### src/rtl/stopwatch_pkg.sv
// Shared state encoding, field widths and limits for the stopwatch controller.
package stopwatch_pkg;

    typedef enum logic [1:0] {
        StIdle  = 2'b00,
        StRun   = 2'b01,
        StPause = 2'b10
    } sw_state_e;

    localparam int unsigned SEC_W   = 6;
    localparam int unsigned MIN_W   = 6;
    localparam int unsigned HR_W    = 5;
    localparam int unsigned SEC_MAX = 59;
    localparam int unsigned MIN_MAX = 59;

endpackage

### src/rtl/stopwatch_ctrl_if.sv
// Button pulses in, time/lap/status readout out; the controller uses the slave side.
interface stopwatch_ctrl_if;
    import stopwatch_pkg::*;

    logic             start_stop;
    logic             lap;
    logic             clear;
    logic             running;
    logic             paused;
    logic [SEC_W-1:0] sec;
    logic [MIN_W-1:0] min;
    logic [HR_W-1:0]  hr;
    logic             sec_tick;
    logic             overflow;
    logic             lap_valid;
    logic [SEC_W-1:0] lap_sec;
    logic [MIN_W-1:0] lap_min;
    logic [HR_W-1:0]  lap_hr;

    modport master (
        output start_stop, lap, clear,
        input  running, paused, sec, min, hr, sec_tick, overflow,
        input  lap_valid, lap_sec, lap_min, lap_hr
    );

    modport slave (
        input  start_stop, lap, clear,
        output running, paused, sec, min, hr, sec_tick, overflow,
        output lap_valid, lap_sec, lap_min, lap_hr
    );

endinterface

### src/rtl/wrap_counter.sv
// Counter that wraps from MAX to 0 when enabled; carry is combinational so stages chain.
module wrap_counter #(
    parameter int unsigned MAX = 59,
    parameter int unsigned W   = 6
) (
    input  logic         clk,
    input  logic         rst_n,
    input  logic         en_i,
    input  logic         zero_i,
    output logic [W-1:0] value_o,
    output logic         carry_o
);

    localparam logic [W-1:0] MaxVal = W'(MAX);

    logic [W-1:0] value_q, value_d;

    assign carry_o = en_i && (value_q == MaxVal);
    assign value_o = value_q;

    always_comb begin
        value_d = value_q;
        if (zero_i || carry_o) begin
            value_d = '0;
        end else if (en_i) begin
            value_d = value_q + W'(1);
        end
    end

    always_ff @(posedge clk) begin
        if (!rst_n) begin
            value_q <= '0;
        end else begin
            value_q <= value_d;
        end
    end

endmodule

### src/rtl/stopwatch_ctrl.sv
// Run/pause/clear stopwatch: prescaled one-second tick, sec/min/hr cascade, lap snapshot.
module stopwatch_ctrl
    import stopwatch_pkg::*;
#(
    parameter int unsigned TICK_DIV  = 50_000_000,
    parameter int unsigned HOURS_MAX = 23
) (
    input logic             clk,
    input logic             rst_n,
    stopwatch_ctrl_if.slave sw_io
);

    localparam int unsigned     PscW    = $clog2(TICK_DIV);
    localparam logic [PscW-1:0] PscLast = PscW'(TICK_DIV - 1);

    sw_state_e        state_q, state_d;
    logic [PscW-1:0]  psc_q, psc_d;
    logic             tick, lap_cap, clr_evt;
    logic             sec_carry, min_carry, hr_carry;
    logic [SEC_W-1:0] sec_val;
    logic [MIN_W-1:0] min_val;
    logic [HR_W-1:0]  hr_val;

    logic             running_q, paused_q, sec_tick_q, overflow_q;
    logic             lap_valid_q, lap_valid_d;
    logic [SEC_W-1:0] lap_sec_q, lap_sec_d;
    logic [MIN_W-1:0] lap_min_q, lap_min_d;
    logic [HR_W-1:0]  lap_hr_q, lap_hr_d;

    assign tick    = (state_q == StRun) && (psc_q == PscLast);
    assign lap_cap = (state_q == StRun) && sw_io.lap;
    assign clr_evt = (state_q == StPause) && sw_io.clear;

    // Clear wins over start_stop in PAUSE.
    always_comb begin
        state_d = state_q;
        unique case (state_q)
            StIdle:  if (sw_io.start_stop) state_d = StRun;
            StRun:   if (sw_io.start_stop) state_d = StPause;
            StPause: begin
                if (sw_io.clear) begin
                    state_d = StIdle;
                end else if (sw_io.start_stop) begin
                    state_d = StRun;
                end
            end
            default: state_d = StIdle;
        endcase
    end

    // Held in PAUSE so a resume only counts the remainder of the second.
    always_comb begin
        psc_d = psc_q;
        if (state_q == StRun) begin
            psc_d = tick ? '0 : psc_q + PscW'(1);
        end else if (state_d == StIdle) begin
            psc_d = '0;
        end
    end

    always_comb begin
        lap_valid_d = lap_valid_q;
        lap_sec_d   = lap_sec_q;
        lap_min_d   = lap_min_q;
        lap_hr_d    = lap_hr_q;
        if (clr_evt) begin
            lap_valid_d = 1'b0;
            lap_sec_d   = '0;
            lap_min_d   = '0;
            lap_hr_d    = '0;
        end else if (lap_cap) begin
            lap_valid_d = 1'b1;
            lap_sec_d   = sec_val;
            lap_min_d   = min_val;
            lap_hr_d    = hr_val;
        end
    end

    wrap_counter #(
        .MAX(SEC_MAX),
        .W  (SEC_W)
    ) u_sec (
        .clk    (clk),
        .rst_n  (rst_n),
        .en_i   (tick),
        .zero_i (clr_evt),
        .value_o(sec_val),
        .carry_o(sec_carry)
    );

    wrap_counter #(
        .MAX(MIN_MAX),
        .W  (MIN_W)
    ) u_min (
        .clk    (clk),
        .rst_n  (rst_n),
        .en_i   (sec_carry),
        .zero_i (clr_evt),
        .value_o(min_val),
        .carry_o(min_carry)
    );

    wrap_counter #(
        .MAX(HOURS_MAX),
        .W  (HR_W)
    ) u_hr (
        .clk    (clk),
        .rst_n  (rst_n),
        .en_i   (min_carry),
        .zero_i (clr_evt),
        .value_o(hr_val),
        .carry_o(hr_carry)
    );

    always_ff @(posedge clk) begin
        if (!rst_n) begin
            state_q     <= StIdle;
            psc_q       <= '0;
            running_q   <= 1'b0;
            paused_q    <= 1'b0;
            sec_tick_q  <= 1'b0;
            overflow_q  <= 1'b0;
            lap_valid_q <= 1'b0;
            lap_sec_q   <= '0;
            lap_min_q   <= '0;
            lap_hr_q    <= '0;
        end else begin
            state_q     <= state_d;
            psc_q       <= psc_d;
            running_q   <= (state_d == StRun);
            paused_q    <= (state_d == StPause);
            sec_tick_q  <= tick;
            overflow_q  <= hr_carry;
            lap_valid_q <= lap_valid_d;
            lap_sec_q   <= lap_sec_d;
            lap_min_q   <= lap_min_d;
            lap_hr_q    <= lap_hr_d;
        end
    end

    assign sw_io.running   = running_q;
    assign sw_io.paused    = paused_q;
    assign sw_io.sec       = sec_val;
    assign sw_io.min       = min_val;
    assign sw_io.hr        = hr_val;
    assign sw_io.sec_tick  = sec_tick_q;
    assign sw_io.overflow  = overflow_q;
    assign sw_io.lap_valid = lap_valid_q;
    assign sw_io.lap_sec   = lap_sec_q;
    assign sw_io.lap_min   = lap_min_q;
    assign sw_io.lap_hr    = lap_hr_q;

endmodule
### src/flat_wrapper.sv
// flat-port wrapper written by rule: the top's interface ports become plain ports
module stopwatch_ctrl_flat import stopwatch_pkg::*;
#(
    parameter int unsigned TICK_DIV  = 50_000_000,
    parameter int unsigned HOURS_MAX = 23
)
  (clk, rst_n, sw_io_start_stop, sw_io_lap, sw_io_clear, sw_io_running, sw_io_paused, sw_io_sec, sw_io_min, sw_io_hr, sw_io_sec_tick, sw_io_overflow, sw_io_lap_valid, sw_io_lap_sec, sw_io_lap_min, sw_io_lap_hr);
  stopwatch_ctrl_if sw_io_i ();
  input logic clk;
  input logic rst_n;
  input wire logic [$bits(sw_io_i.start_stop)-1:0] sw_io_start_stop;
  input wire logic [$bits(sw_io_i.lap)-1:0] sw_io_lap;
  input wire logic [$bits(sw_io_i.clear)-1:0] sw_io_clear;
  output wire logic [$bits(sw_io_i.running)-1:0] sw_io_running;
  output wire logic [$bits(sw_io_i.paused)-1:0] sw_io_paused;
  output wire logic [$bits(sw_io_i.sec)-1:0] sw_io_sec;
  output wire logic [$bits(sw_io_i.min)-1:0] sw_io_min;
  output wire logic [$bits(sw_io_i.hr)-1:0] sw_io_hr;
  output wire logic [$bits(sw_io_i.sec_tick)-1:0] sw_io_sec_tick;
  output wire logic [$bits(sw_io_i.overflow)-1:0] sw_io_overflow;
  output wire logic [$bits(sw_io_i.lap_valid)-1:0] sw_io_lap_valid;
  output wire logic [$bits(sw_io_i.lap_sec)-1:0] sw_io_lap_sec;
  output wire logic [$bits(sw_io_i.lap_min)-1:0] sw_io_lap_min;
  output wire logic [$bits(sw_io_i.lap_hr)-1:0] sw_io_lap_hr;
  assign sw_io_i.start_stop = sw_io_start_stop;
  assign sw_io_i.lap = sw_io_lap;
  assign sw_io_i.clear = sw_io_clear;
  assign sw_io_running = sw_io_i.running;
  assign sw_io_paused = sw_io_i.paused;
  assign sw_io_sec = sw_io_i.sec;
  assign sw_io_min = sw_io_i.min;
  assign sw_io_hr = sw_io_i.hr;
  assign sw_io_sec_tick = sw_io_i.sec_tick;
  assign sw_io_overflow = sw_io_i.overflow;
  assign sw_io_lap_valid = sw_io_i.lap_valid;
  assign sw_io_lap_sec = sw_io_i.lap_sec;
  assign sw_io_lap_min = sw_io_i.lap_min;
  assign sw_io_lap_hr = sw_io_i.lap_hr;
  stopwatch_ctrl #(.TICK_DIV(TICK_DIV), .HOURS_MAX(HOURS_MAX)) u_core (.clk(clk), .rst_n(rst_n), .sw_io(sw_io_i));
endmodule
### config.mk
export PLATFORM = sky130hd
export DESIGN_NAME = stopwatch_ctrl_flat
export DESIGN_NICKNAME = d
export VERILOG_FILES = /design/src/rtl/stopwatch_pkg.sv /design/src/rtl/stopwatch_ctrl_if.sv /design/src/rtl/wrap_counter.sv /design/src/rtl/stopwatch_ctrl.sv /design/src/flat_wrapper.sv
export SDC_FILE = /design/constraint.sdc
export NUM_CORES = 1
export LEC_CHECK = 0
export CAP_MARGIN = 20
export CORE_MARGIN = 10
export CORE_UTILIZATION = 25
export DETAILED_ROUTE_END_ITERATION = 16
export HOLD_SLACK_MARGIN = 0.02
export MAX_ROUTING_LAYER = met4
export PLACE_DENSITY = 0.54
export SLEW_MARGIN = 40
export SYNTH_ARGS = -nofsm -noshare
export SYNTH_HDL_FRONTEND = slang
export SYNTH_HIERARCHICAL = 1
export SYNTH_SLANG_ARGS = --single-unit
### constraint.sdc
create_clock -name clk -period 3.05 [get_ports clk]
set_clock_uncertainty 0.15 [all_clocks]
set_input_delay 0.61 -clock clk [delete_from_list [all_inputs] [get_ports clk]]
set_output_delay 0.61 -clock clk [all_outputs]
set_load 0.02 [all_outputs]
==> flow_summary.ini, run 1 <==
[min_path]
hold_start = u_core/sw_io.lap_sec[3]$_SDFFE_PP0P_
holdPathStages = 2
worstHoldPathType = flop to flop
hold_end = u_core/sw_io.lap_sec[3]$_SDFFE_PP0P_

[finish]
layout.nets = 433
syn_to_final_growth_pct = 30.2
drive_above_1_share = 0.0915
antenna_cells = 0

[run_status]
status = complete, no violations

[clock_tree]
numCtsBuffers = 9
clk_pin_slew_worst_paths_ps = 60
clk_latency_ps = 320
h-tree-depth = 3
cts_tree = yes
clockBufferDepth = 2
post_cts_buffers = 0
ctsHoldBuffers = 0
root_buffer = clkbuf_16
cts_sinks = 67
ctsResizeCount = 0

[placed_design]
port_buffers = 43
hpwl_um = 5690
place.gp.congestion = 0.794
dpl_worst_slack_ps = 110

[worst_setup_path]
reg2reg_setup_slack_ps = 280
timing.rr.end = u_core/u_hr/value_o[0]$_SDFFE_PP0P_
path_class = flop to flop
start_kind = flop
crit_required_ps = 3110
worstPathArrival_ps = 2830
rr_worst_depth = 11
crit_path_end_kind = flop
cp_max_fo = 4
worst_r2r_startpoint = u_core/psc_q[0]$_SDFFE_PN0P_

[global_route]
grt_pass1_vias = 2664
grt_pass1_wl_um = 13500
antenna_found_initial = 0
grt.met1_usage = 0.116
busiest_layer = met2
met2_usage = 0.145
gr-total-overflow = 0
grt_use_met3 = 0.0381
grtUsageTotal = 0.0954
grt_max_degree = 31

[sta]
worst_slack_ps = 276
timing.fmax_mhz = 360
hold_viol = 0
tightestPinTransition_ps = 695
setup_tns_ps = 0
final-setup-viol-count = 0
finalCriticalPeriod_ps = 2770
timing.final.crit_share = 0.910
slew_headroom = 0.537
maxSlewViolCount = 0
grt_setup_unrepaired = false

[routing]
drt-total-wl_um = 8060
dr.pass1.iters = 4
wl_per_cell_um = 13.6
drc_errors = 0
vias_per_cell = 4.68
drt-initial-drc-count = 181
postRouteAntennaNets = 0
vias = 2781

[job]
cap_viol_max_count = 0

[yosys]
ys.warnings.count = 6
synth_top_cell_area_share = 0.435
synth_seq_cells = 67
synth-async-reset-ratio = 0
synth.area.top_cells = dfxtp_1 (43%), nand2_1 (7.2%), a21oi_1 (6.6%), nor2_1 (3.6%), nand3_1 (3.1%)
synth_ff_type = dfxtp_1
syn-num-nets = 386
syn_area_um2 = 3090
avgSynthCellArea_um2 = 8.21
ys_seq_area_frac = 0.435
synth_area_leader_cell = dfxtp_1
synth_edf_count = 0
ys_types = 50
syn_inst = 376

[floorplan]
num_io_pins = 44
num_rows = 40
coreArea_um2 = 12100
dieHeight_um = 131
start_util = 0.256
dieArea_um2 = 17200
dieWidth_um = 131

[power_and_ir_drop]
power_density_nw_per_um2 = 485
leakage_nw = 1.32
irDropWorstVdd_mv = 0.258
[routing by layer]
metal	vias up	wire length [um]	part of all wire
met5	-	0	0
met4	0	68	0.0084
met3	8	459	0.057
met2	53	3660	0.45
met1	1302	3880	0.48
li1	1418	-	-
[critical path: stages (launching register included)]
cell      delay [ps]
dfxtp_1          330
ha_1             200
nand4_1          130
or4_1            480
nor2_2           140
nand3_2          160
nor3_4           220
nand3_2          150
nor3_4           170
nand3_2          140
o311ai_4         290
nor2_1            90
[power breakdown]
part           internal (mW)  switching (mW)
Sequential             0.884         0.00687
Clock                  0.580           0.354
Combinational         0.0430          0.0822
[cell usage after synthesis (2+ instances only)]
library cell / count
buf_4: 2
inv_1: 14
nor3_1: 7
a31oi_1: 10
buf_6: 2
nand3_2: 4
or3_1: 11
nor2b_1: 2
and4_1: 2
dfxtp_1: 67
o311ai_2: 3
nand2_1: 59
nand2b_1: 3
nor2_1: 30
o21a_1: 3
mux2i_1: 3
a21oi_1: 41
clkbuf_1: 12
nand4_1: 12
or3b_1: 2
buf_2: 2
o21ai_1: 5
o21ai_0: 13
a41oi_1: 2
xnor2_1: 4
xor2_1: 6
nor4_1: 2
nand3_1: 19
ha_1: 5
and3_1: 4
and2_1: 6
[cell families after synthesis]
family / share of synthesized area
AO/OA/AOI/OAI: 0.179
XOR/XNOR: 0.0284
adder cells (fa/ha/maj): 0.0203
buffers and inverters: 0.0470
flip-flops: 0.435
multiplexers: 0.00973
AND/OR/NAND/NOR: 0.281
[layout by cell type (no fill, tap or decap), types with 9 or more instances in the layout]
cell type / n
a21oi_1: 41
a31oi_1: 10
buf_4: 11
clkbuf_16: 9
clkdlybuf4s50_1: 43
dfxtp_1: 67
inv_1: 14
nand2_1: 59
nand3_1: 19
nand4_1: 12
nor2_1: 29
o21ai_0: 13
or3_1: 11
[flip-flops by register name (all words and copies together) (netlist names), 2 cells and up]
name	flops
u_core/psc_q	26
u_core/sw_io.lap_min	6
u_core/sw_io.lap_sec	6
u_core/u_min/value_o	6
u_core/u_sec/value_o	6
u_core/sw_io.lap_hr	5
u_core/u_hr/value_o	5
u_core/state_q	2
[area by class of cell]
class,instances,area [um2]
clock buffer,11,253
clock inverter,3,15.0
fill,1256,8040
inverter,14,52.6
multi-input combinational,277,1640
sequential,67,1340
tap,168,210
timing repair buffer,54,513
[stage by stage]
stage / hold WS, ps / total power [mW] / cell area [um2] / std cells / utilization
2_1_floorplan: 283 / 0.994 / 3100 / 376 / -
3_3_place_gp: 292 / 1.03 / 3730 / 580 / 0.309
3_5_place_dp: 296 / 1.03 / 3730 / 580 / 0.309
4_1_cts: 303 / 1.98 / 4000 / 594 / 0.331
5_1_grt: 323 / 2.02 / 4020 / 594 / 0.333
6_report: 305 / 1.95 / 4020 / 594 / 0.333
[worst max path at each step]
| stage | endpoint | cells past startpoint | startpoint | slack [ps] |
|---|---|---|---|---|
| after floorplan | u_core/u_hr/value_o[0]$_SDFFE_PP0P_ | 14 | u_core/psc_q[0]$_SDFFE_PN0P_ | 30 |
| after global placement | u_core/u_hr/value_o[3]$_SDFFE_PP0P_ | 11 | u_core/psc_q[0]$_SDFFE_PN0P_ | 220 |
| after CTS | u_core/u_hr/value_o[0]$_SDFFE_PP0P_ | 11 | u_core/psc_q[0]$_SDFFE_PN0P_ | 80 |
| after detailed placement | u_core/u_hr/value_o[0]$_SDFFE_PP0P_ | 11 | u_core/psc_q[0]$_SDFFE_PN0P_ | 110 |
| after global routing | u_core/u_hr/value_o[0]$_SDFFE_PP0P_ | 11 | u_core/psc_q[1]$_SDFFE_PN0P_ | 60 |
| final | u_core/u_hr/value_o[0]$_SDFFE_PP0P_ | 11 | u_core/psc_q[0]$_SDFFE_PN0P_ | 280 |
Power figures use the tool's default switching activity.
==> run 2, diff against run 1 <==
- CELL_PAD_IN_SITES_DETAIL_PLACEMENT: default -> 1
- CELL_PAD_IN_SITES_GLOBAL_PLACEMENT: default -> 1
- CTS_BUF_LIST: default -> sky130_fd_sc_hd__clkbuf_4 sky130_fd_sc_hd__clkbuf_8 sky130_fd_sc_hd__clkbuf_16
- PLACE_DENSITY: 0.54 -> 0.65
- SLEW_MARGIN: 40 -> 10
==> run 2 against run 1 <==
- clock power is 10% higher
- die area is the same
- total power rose by 5.3%
- count of clock-buffer cells in the layout is 4 higher
- non-clock buffer count rose by 2
- largest cell class unchanged
- highest routed layer unchanged
- first-iteration DRC count fell by 63%
==> flow_summary.ini, run 2 (same netlist as run 1, synthesis figures left out) <==
[floorplan]
num_rows = 40
num_io_pins = 44
dieHeight_um = 131
dieArea_um2 = 17200
start_util = 0.256
coreArea_um2 = 12100
dieWidth_um = 131

[power_and_ir_drop]
seqPwrFrac = 0.434
irDropWorstVdd_mv = 0.266
leakage_nw = 1.34
p_total_mw = 2.05
intPower_mw = 1.59
p_comb_frac = 0.066
clockPowerShare = 0.500
p_sw_frac = 0.227
power_density_nw_per_um2 = 503
p_sw_uw = 466

[routing]
wl_per_cell_um = 15.4
drc_errors = 0
drt-initial-drc-count = 67
vias = 2888
dr.pass1.iters = 4
postRouteAntennaNets = 0
vias_per_cell = 4.83
drt-total-wl_um = 9230

[finish]
syn_to_final_growth_pct = 32.1
top_register = u_core/psc_q
layout_commonest_cell = dfxtp_1
antenna_cells = 0
most-common-layout-cells = dfxtp_1 (66), nand2_1 (59), clkdlybuf4s50_1 (43)
final_util = 0.338
layout.nets = 435
n_fill_cell = 1435
drive_above_1_share = 0.105
largest_register_ffs = 26

[sta]
maxSlewViolCount = 0
tightestPinTransition_ps = 708
slew_headroom = 0.528
hold_viol = 0
final-setup-viol-count = 0
finalCriticalPeriod_ps = 2760
timing.final.crit_share = 0.906
setup_tns_ps = 0
timing.fmax_mhz = 362
grt_setup_unrepaired = false

[run_status]
status = complete, no violations

[clock_tree]
clk_pin_slew_worst_paths_ps = 50
numCtsBuffers = 9
post_cts_buffers = 0
h-tree-depth = 3
clk_latency_ps = 330
root_buffer = clkbuf_16
cts_tree = yes
clockBufferDepth = 2
cts_sinks = 67

[global_route]
grtUsageTotal = 0.112
grt_max_degree = 31
antenna_found_initial = 0
gr-total-overflow = 0
grt_pass1_wl_um = 15600
grt_pass1_vias = 2993

[worst_setup_path]
crit_path_end_kind = flop
start_kind = flop
cp_num_buf_inv = 0
timing.rr.end = u_core/u_hr/value_o[1]$_SDFFE_PP0P_
worstPathArrival_ps = 2820
path_class = flop to flop
crit_path_start = u_core/psc_q[1]$_SDFFE_PN0P_
crit_path_end = u_core/u_hr/value_o[1]$_SDFFE_PP0P_
cp_slowest_stage_delay_ps = 470
worst_r2r_startpoint = u_core/psc_q[1]$_SDFFE_PN0P_
cp_max_fo = 5
cpLargestDelayFamily = simple AND/OR/NAND/NOR gates
rr_worst_depth = 11
reg2reg_setup_slack_ps = 290
path_depth = 11
path_cells = ha_2 > nand4_1 > or4_1 > nor2_2 > nand3_2 > nor3_4 > nand3_4 > nor3_4 > nand3_2 > o311ai_4 > nor2_1
crit_path_top_delay_cell = or4_1
crit_required_ps = 3110

[placed_design]
place.gp.congestion = 0.787
hpwl_um = 6490
port_buffers = 43

[min_path]
worstHoldPathType = flop to flop

[job]
cap_viol_max_count = 0
==> run 2: worst min path at each step <==
stage | endpoint | slack [ps] | startpoint | cells past startpoint
5_1_grt | u_core/sw_io.lap_hr[1]$_SDFFE_PP0P_ | 320 | u_core/sw_io.lap_hr[1]$_SDFFE_PP0P_ | 2
2_1_floorplan | u_core/psc_q[25]$_SDFFE_PN0P_ | 280 | u_core/psc_q[25]$_SDFFE_PN0P_ | 1
3_5_place_dp | u_core/sw_io.lap_hr[1]$_SDFFE_PP0P_ | 300 | u_core/sw_io.lap_hr[1]$_SDFFE_PP0P_ | 2
6_report | u_core/sw_io.lap_min[5]$_SDFFE_PP0P_ | 300 | u_core/sw_io.lap_min[5]$_SDFFE_PP0P_ | 2
3_3_place_gp | u_core/sw_io.lap_min[5]$_SDFFE_PP0P_ | 290 | u_core/sw_io.lap_min[5]$_SDFFE_PP0P_ | 2
4_1_cts | u_core/sw_io.lap_hr[1]$_SDFFE_PP0P_ | 300 | u_core/sw_io.lap_hr[1]$_SDFFE_PP0P_ | 2
==> run 2: timing repair <==
action | 4_1_cts | 5_1_grt
hold buffers | 0 | 0
endpoints found under the setup margin | 2 | 11
pin swaps | 0 | 1
resized for setup | 1 | 6
==> run 2: cell type report <==
cell class              count  area [um2]  area share
repair buffers             56         528       0.129
multi-input cells         277        1650       0.403
inverters                  14        52.6      0.0129
well taps                 168         210      0.0515
clock inverters             1        5.00     0.00123
clock buffers              15         295      0.0724
flip-flops and latches     67        1340       0.329
==> run 2: power groups by stage <==
stage / Combinational (mW) / Clock [mW] / Sequential [mW]
3_5_place_dp: 0.135 / 0 / 0.910
3_3_place_gp: 0.131 / 0 / 0.909
2_1_floorplan: 0.0815 / 0 / 0.913
4_1_cts: 0.135 / 1.05 / 0.891
6_report: 0.136 / 1.03 / 0.892
5_1_grt: 0.153 / 1.10 / 0.892
==> run 2: layer usage <==
layer	track usage	up-vias	routed length (um)
met5	-	-	0
met4	0.0494	0	159
met3	0.0293	12	420
met2	0.173	52	4360
li1	-	1427	-
met1	0.136	1397	4290
==> run 2: through the flow <==
step                hold slack (ps)  setup WS, ps  std cells  instance area, um2
global route                    318          39.3        598                4080
floorplan                       283          31.8        376                3100
CTS                             305          85.1        598                4050
detailed placement              298          78.5        582                3740
global placement                292           156        582                3740
finish                          304           288        598                4080
==> run 2: worst reg2reg max path, cell delays in order, from the launching register on <==
cell      delay, ps
dfxtp_2         360
ha_2            210
nand4_1         130
or4_1           470
nor2_2          140
nand3_2         150
nor3_4          200
nand3_4         130
nor3_4          170
nand3_2         150
o311ai_4        290
nor2_1           90
